### src/rtl/level_sensor_filter.sv
// Float-switch front end: synchronises and debounces a thermometer-coded level bus,
// validates it, and publishes count/percentage with transient and sticky fault reporting.
module level_sensor_filter #(
    parameter int N_SENSORS     = 8,
    parameter int STABLE_CYCLES = 1000,
    parameter int ERR_CNT_W     = 8
) (
    input  logic                           clk_100MHz,
    input  logic                           reset,
    input  logic [N_SENSORS-1:0]           sensors_input,
    input  logic                           err_clear,
    output logic [$clog2(N_SENSORS+1)-1:0] level_count,
    output logic [6:0]                     level_pct,
    output logic                           level_valid,
    output logic                           level_update,
    output logic                           input_error,
    output logic                           error_sticky,
    output logic [ERR_CNT_W-1:0]           error_count
);

    localparam int CW = $clog2(N_SENSORS + 1);
    localparam int DW = $clog2(STABLE_CYCLES);
    localparam logic [DW-1:0] CNT_MAX = DW'(STABLE_CYCLES - 1);

    typedef enum logic [1:0] {
        ST_SETTLING = 2'd0,
        ST_OK       = 2'd1,
        ST_FAULT    = 2'd2
    } state_e;

    logic [N_SENSORS-1:0] sync1_q, sync2_q, prev_q;
    logic [2:0]           warm_q;
    logic [DW-1:0]        cnt_q, cnt_d;
    state_e               state_q, state_d;

    logic [CW-1:0]        level_count_q, level_count_d;
    logic [6:0]           level_pct_q, level_pct_d;
    logic                 level_valid_q, level_valid_d;
    logic                 level_update_q, level_update_d;
    logic                 input_error_q, input_error_d;
    logic                 error_sticky_q, error_sticky_d;
    logic [ERR_CNT_W-1:0] error_count_q, error_count_d;

    logic [CW-1:0]        ones_s;
    logic [N_SENSORS:0]   code_ext_s;
    logic                 is_therm_s;
    logic                 stable_s;
    logic [6:0]           pct_tbl [0:N_SENSORS];

    // Percentage lookup built from constants at elaboration, rounding half-up.
    for (genvar g = 0; g <= N_SENSORS; g++) begin : g_pct
        assign pct_tbl[g] = 7'((g * 100 + N_SENSORS / 2) / N_SENSORS);
    end

    // Popcount and thermometer check: code+1 must be a power of two.
    always_comb begin
        ones_s = '0;
        for (int i = 0; i < N_SENSORS; i++) begin
            ones_s = ones_s + CW'(sync2_q[i]);
        end
        code_ext_s = {1'b0, sync2_q};
        is_therm_s = ((code_ext_s + (N_SENSORS + 1)'(1)) & code_ext_s) == '0;
    end

    // Debounce counter; warm_q keeps the count at zero until prev_q holds a real post-reset sample.
    always_comb begin
        if (!warm_q[2] || (sync2_q != prev_q)) begin
            cnt_d = '0;
        end else if (cnt_q == CNT_MAX) begin
            cnt_d = cnt_q;
        end else begin
            cnt_d = cnt_q + DW'(1);
        end
        stable_s = (cnt_d == CNT_MAX);
    end

    // Next-state and output logic; every stable cycle re-evaluates but results are idempotent.
    always_comb begin
        state_d        = state_q;
        level_count_d  = level_count_q;
        level_pct_d    = level_pct_q;
        level_valid_d  = level_valid_q;
        level_update_d = 1'b0;
        input_error_d  = input_error_q;
        error_sticky_d = error_sticky_q;
        error_count_d  = error_count_q;

        if (!stable_s) begin
            state_d = ST_SETTLING;
        end else if (is_therm_s) begin
            state_d        = ST_OK;
            level_count_d  = ones_s;
            level_pct_d    = pct_tbl[ones_s];
            level_valid_d  = 1'b1;
            input_error_d  = 1'b0;
            level_update_d = (ones_s != level_count_q) || !level_valid_q;
        end else begin
            state_d        = ST_FAULT;
            input_error_d  = 1'b1;
            error_sticky_d = 1'b1;
            if ((state_q != ST_FAULT) && (error_count_q != {ERR_CNT_W{1'b1}})) begin
                error_count_d = error_count_q + ERR_CNT_W'(1);
            end else begin
                error_count_d = error_count_q;
            end
        end

        // A coincident new fault keeps the sticky flag set but the count still clears.
        if (err_clear) begin
            error_count_d = '0;
            if (!(stable_s && !is_therm_s)) begin
                error_sticky_d = 1'b0;
            end else begin
                error_sticky_d = 1'b1;
            end
        end else begin
            error_count_d = error_count_d;
        end
    end

    // State, synchroniser, debounce and output registers.
    always_ff @(posedge clk_100MHz or posedge reset) begin
        if (reset) begin
            sync1_q        <= '0;
            sync2_q        <= '0;
            prev_q         <= '0;
            warm_q         <= 3'b000;
            cnt_q          <= '0;
            state_q        <= ST_SETTLING;
            level_count_q  <= '0;
            level_pct_q    <= 7'd0;
            level_valid_q  <= 1'b0;
            level_update_q <= 1'b0;
            input_error_q  <= 1'b0;
            error_sticky_q <= 1'b0;
            error_count_q  <= '0;
        end else begin
            sync1_q        <= sensors_input;
            sync2_q        <= sync1_q;
            prev_q         <= sync2_q;
            warm_q         <= {warm_q[1:0], 1'b1};
            cnt_q          <= cnt_d;
            state_q        <= state_d;
            level_count_q  <= level_count_d;
            level_pct_q    <= level_pct_d;
            level_valid_q  <= level_valid_d;
            level_update_q <= level_update_d;
            input_error_q  <= input_error_d;
            error_sticky_q <= error_sticky_d;
            error_count_q  <= error_count_d;
        end
    end

    assign level_count  = level_count_q;
    assign level_pct    = level_pct_q;
    assign level_valid  = level_valid_q;
    assign level_update = level_update_q;
    assign input_error  = input_error_q;
    assign error_sticky = error_sticky_q;
    assign error_count  = error_count_q;

endmodule

### config.mk
export PLATFORM = sky130hd
export DESIGN_NAME = level_sensor_filter
export DESIGN_NICKNAME = d
export VERILOG_FILES = /design/src/rtl/level_sensor_filter.sv
export SDC_FILE = /design/constraint.sdc
export NUM_CORES = 1
export LEC_CHECK = 0
export BUFFER_PORTS_ARGS = -buffer_cell sky130_fd_sc_hd__buf_2
export CORE_MARGIN = 3
export CORE_UTILIZATION = 50
export CTS_BUF_LIST = sky130_fd_sc_hd__clkbuf_16
export DETAILED_ROUTE_END_ITERATION = 16
export HOLD_SLACK_MARGIN = 0.03
export PLACE_DENSITY = 0.76
export SLEW_MARGIN = 20
export SYNTH_ARGS = -nofsm -noshare
export SYNTH_HDL_FRONTEND = slang
export SYNTH_SLANG_ARGS = --single-unit
### constraint.sdc
create_clock -name clk_100MHz -period 3.88 [get_ports clk_100MHz]
set_input_delay 0.388 -clock clk_100MHz [delete_from_list [all_inputs] [get_ports clk_100MHz]]
set_output_delay 0.388 -clock clk_100MHz [all_outputs]
set_load 0.05 [all_outputs]
# After elaboration in Yosys (flattened, before gate mapping)
# Memory sizes are Yosys's and may differ from the RTL's. A register that Yosys moved wholly into a read port is not among the register bits.
# Index checks and enable logic that the tools add are counted.
# word_totals
register_bits	55
rom_bits	112
out_inout_bits	23
word_cells	60
mem_count	1
# op_classes
addsub	10
eq_ne	7
mux	15
bitwise	2
reduce_logical	13
# mem_list
name	words	word_bits	rd	rd_clocked_by_memory_dff	wr	line_no	source
(name not given)	16	7	1	1	0	93	level_pct_d = pct_tbl[ones_s];
# ops
cell	n
8-bit two-way mux	4
10-bit equality test (second input constant)	2
10-bit two-way mux	2
4-bit by 1-bit adder with 4-bit output	4
10-bit by 1-bit adder with 10-bit output (second input constant)	1
8-bit by 1-bit adder with 9-bit output (second input constant)	1
9-bit by 8-bit bitwise AND with 9-bit output	1
9-bit logical NOT	1
8-bit by 1-bit adder with 8-bit output (second input constant)	1
8-bit != test	1
8-bit != test (second input constant)	1
1-bit two-way mux	7
4-bit NOT with 5-bit output	1
3-bit by 1-bit adder with 4-bit output	1
2-bit two-way mux	2
2-bit != test (second input constant)	2
4-bit != test	1
2-bit AND reduction	2
2-bit nonzero test	2
2-bit by 1-bit adder with 3-bit output	1
1-bit logical NOT	3
3-bit AND reduction	1
1-bit by 1-bit adder with 2-bit output	1
1-bit logical AND	2
1-bit logical OR	2

# Longest topological paths before layout
# depth
ltp_word	11
depth_mapped	12

# Worst setup path before layout
# Ideal clock, no wire load.
# synth_path
kind	register to register
start	reg sync2_q[0]
end	reg level_pct_q[3], in the netlist level_pct[3]
setup_time_ns	0.125
arrival_ns	3.483
setup_slack_ns	0.272
path_stages_with_launch	12
n_path_buf	0
synth_period_minus_slack_ns	3.608
cell_sequence	dfrtp_1 -> fa_1 -> inv_1 -> fa_1 -> fa_1 -> inv_1 -> ha_1 -> fa_1 -> ha_1 -> nand2_1 -> and3_1 -> mux2_2
# synth_via
elab_chain_cells	8
elab_cells_between_ends	16
cone_classes	add/sub (8); eq/ne (2); mux (1); bitwise (2); reduce/logical (3)
# synth_lines
element	line_no	source
start, declared	31	logic [N_SENSORS-1:0] sync1_q, sync2_q, prev_q;
start signal, assigned	139	sync2_q <= sync1_q;
1-bit by 1-bit adder with 2-bit output	59	ones_s = ones_s + CW'(sync2_q[i]);
2-bit by 1-bit adder with 3-bit output	59	
3-bit by 1-bit adder with 4-bit output	59	
4-bit by 1-bit adder with 4-bit output (4 in a row)	59	
via ones_s[1]	44	logic [CW-1:0] ones_s;
4-bit NOT with 5-bit output (not written as such)	93	
end, declared	37	logic [6:0] level_pct_q, level_pct_d;
# The timed path passes the listed nets, and every way through them passes these cells.
# A chain may end at the register's enable or synchronous reset.

# Final worst setup path
# Ends and elaborated chain as after synthesis.

==> metrics.md <==
| Metric | Value |
|---|---|
| Setup TNS Final | 0 ns |
| Clock share of power | between 40% and 50% |
| Commonest non-fill, non-tap cell in the layout | dfrtp_1 |
| Area growth from synthesis to layout | 17.0% |
| RSZ-0062 raised after global routing | no |
| Max incr delay on CP | 0.55 ns |
| Nets | between 300 and 400 |
| CP arrival | between 3 and 4 ns |
| Critical path, cell by cell | fa_1 -> inv_1 -> fa_1 -> fa_1 -> inv_1 -> ha_1 -> fa_2 -> ha_1 -> nand2_1 -> and3_1 -> mux2_2 |
| Logic pwr share | between 10% and 20% |
| Crit path required time | 4.09 ns |
| Final Max Slew Viols | 0 |
| Outcome | completed |
| # fillers | ~450 |
| Crit path max-delay cell type | fa_1 |
| Slew HR | between 40% and 50% |
| Vias in the first global route | roughly 2000 |
| Antenna cell count | 0 |
| Layout cells sized above 1 | between 20% and 30% |
| CTS tree | built |
| Post-Synthesis Cells | 267 |
| Final setup violation count | 0 |
| Sw Share | around a quarter |
| P_leak | 1.65 nW |
| DRT Pass-1 Iters | 6 |
| Starting density of the core | 53.1% |
| Core box area | approximately 5600 sq um |
| Final Cell Area | 3510 sq um |
| Max clock buf depth | 2 |
| Top FF cell, synth | dfrtp_1 |
| Sw power | ~0.42 mW |
| H-tree Lvls | 3 |
| Number of CTS-inserted buffers | 9 |
| FP Rows | 27 |
| Routed WL | roughly 5400 um |
| Iter 0 DRT Violations | around 100 |
| Final core occ | between 60% and 70% |
| Worst-Margin Slew | between 0.7 and 0.8 ns |
| Post-Place Cell Area | ~3200 sq um |
| Post-synthesis async set-or-reset flop share | 100% |
| Clock Latency Late Sink | 0.32 ns |
| Syn_area_per_cell | approximately 11 sq um |
| Post-synth EDFFs | 0 |
| Die area | about 7000 sq um |
| # IOs | 34 |
| GRT Total Usage | between 10% and 20% |
| Routability Congestion | roughly 0.80 |
| Grt ovf | 0 |
| Largest net degree at the start of global routing | 40 |
| Chip Width | around 83 um |
| Fmax | approximately 0.27 GHz |
| Bufs and invs on worst path | 2 |
| Pwr/cell area | between 400 and 500 nW/um^2 |
| Critical path startpoint category | flip-flop |
| Crit-path max FO | 8 |
| CTS Hold Bufs | 0 |
| Seq/Total Area, Yosys | between 50% and 60% |
| Die H | ~83 um |
| Hold Violations, Final | 0 |
| Post-synth cell types | 52 |
| Hold Slack | 0.171 ns |
| Initial antenna violation count | 0 |
| HP Class | in2reg |
| Clock slew at reported path FFs | 0.05 ns |
| Internal power component | between 1 and 1.5 mW |
| Routed Antenna Nets | 0 |
| IO Port Bufs | 33 |
| Wire per inst | 14.3 um |
| Final Cycle Share | between 90% and 100% |
| First-pass GRT wire length | ~9500 um |
| FF+latch count, synth | 62 |
| DR DRC count | 0 |
| Crit path top cell by count | fa_1 |
| Area of the mapped netlist | 3000 sq um |
| VDD IR max | 0.328 mV |
| DR vias | 2078 |
| Root buf cell | clkbuf_16 |
| Synth warn | 0 |
| Vias per inst | about 5.5 |
| CP delay by family, top | adder cells |
| Sequential power share | between 40 and 50% |
| Commonest cells after routing, fill and taps aside | dfrtp_1, buf_2, inv_1 |
| TritonCTS Sinks | 62 |
| Worst setup path class | reg2reg |
| Detailed placement HPWL | approximately 3800 um |
| Max-cap viol count | 0 |
| Min cycle time layout | ~3.7 ns |
| CP Capture Type | flip-flop |
| Post-Syn Nets | a little under 300 |
| Clock Skew | slightly below 0.007 ns |
## power by group through the flow
stage / combinational (mW) / sequential (mW) / clock, mW
2_1_floorplan: 0.177 / 0.681 / 0
3_3_place_gp: 0.218 / 0.682 / 0
3_5_place_dp: 0.229 / 0.684 / 0
4_1_cts: 0.235 / 0.673 / 0.761
5_1_grt: 0.275 / 0.674 / 0.798
6_report: 0.239 / 0.673 / 0.749
## what timing repair did
action	in CTS	in global routing
setup endpoints to repair	0	4
hold endpoints to repair	0	0
buffers inserted	0	0
gates resized for setup	0	2
## per-layer routing
layer  vias up  GRT usage, %  wire length (um)
li1       1010             -                 -
met4         0          7.60               109
met1      1021          22.2              2440
met5         -             0                 0
met3        11          4.96               177
met2        36          26.5              2720
## kinds of logic after synthesis
| kind of cell | count (synthesis) | share of synthesized area, % |
|---|---|---|
| adders and majority gates | 17 | 8.10 |
| muxes | 16 | 5.80 |
| xor gates and xnor gates | 21 | 6.14 |
| buffers and inverters | 29 | 4.05 |
| AOI/OAI and AO/OA | 38 | 8.35 |
| DFF | 62 | 51.8 |
| and+or+nand+nor | 83 | 15.7 |
| other | 1 | 0.125 |
## worst paths after layout
kind | startpoint | end | depth (start not counted) | slack (ns)
min | sensors_input[6] | sync1_q[6] | 1 | 0.17
min reg2reg | sync1_q[7] | sync2_q[7] | 0 | 0.35
min in group asynchronous | reset | input_error | 2 | 0.21
max | sync2_q[0] | level_pct[3] | 11 | 0.17
max in group asynchronous | reset | prev_q[0] | 3 | 2.86
max reg2reg | sync2_q[0] | level_pct[3] | 11 | 0.17
## Yosys cell counts, types with 2 or more instances
cell type | count | area [sq um]
ha_1 | 13 | 163
nand2_1 | 14 | 52.6
and3_1 | 6 | 37.5
nor2b_1 | 2 | 12.5
a31oi_1 | 2 | 12.5
mux2_2 | 10 | 113
inv_1 | 21 | 78.8
a21oi_1 | 10 | 50.1
nor4_1 | 2 | 12.5
o2111ai_1 | 2 | 17.5
a211oi_1 | 2 | 15.0
xor2_1 | 5 | 43.8
buf_2 | 3 | 15.0
nand3_1 | 11 | 55.1
nand4_1 | 3 | 18.8
o211ai_1 | 3 | 22.5
nand2b_1 | 2 | 12.5
and2_1 | 3 | 18.8
fa_1 | 4 | 80.1
o21ai_0 | 6 | 30.0
mux2i_1 | 5 | 50.1
dfrtp_1 | 62 | 1550
nor3_1 | 4 | 20.0
or4_1 | 7 | 52.6
o31ai_1 | 5 | 37.5
xnor2_1 | 16 | 140
nor2_1 | 18 | 67.6
clkbuf_1 | 2 | 7.51
## registers in the layout (all words and copies together), names as in the netlist
name and flops:
error_sticky 1, warm_q 3, error_count 8, level_valid 1
prev_q 8, sync2_q 8, level_count 4, input_error 1
cnt_q 10, level_pct 7, sync1_q 8, level_update 1
state_q 2
## area by class of cell
| type | count | area (sq um) | share of cell area, % |
|---|---|---|---|
| clock inverter | 6 | 55.1 | 1.57 |
| inverter | 21 | 78.8 | 2.25 |
| clock buffer | 9 | 225 | 6.42 |
| sequential | 62 | 1550 | 44.2 |
| tap | 72 | 90.1 | 2.57 |
| multi-input combinational | 176 | 1340 | 38.1 |
| timing repair buffer | 34 | 173 | 4.92 |
## stage by stage
stage | instances | setup WS [ns] | power (mW)
3_5_place_dp | 365 | 0.0983 | 0.913
5_1_grt | 380 | 0.00572 | 1.75
2_1_floorplan | 267 | 0.272 | 0.857
6_report | 380 | 0.165 | 1.66
3_3_place_gp | 365 | 0.170 | 0.900
4_1_cts | 380 | 0.0527 | 1.67
## worst register-to-register path: stages, from the launching register on
cell	delay, ns
dfrtp_1	0.45
fa_1	0.55
inv_1	0.05
fa_1	0.45
fa_1	0.49
inv_1	0.04
ha_1	0.20
fa_2	0.52
ha_1	0.34
nand2_1	0.07
and3_1	0.19
mux2_2	0.25
Power figures use the tool's default switching activity.
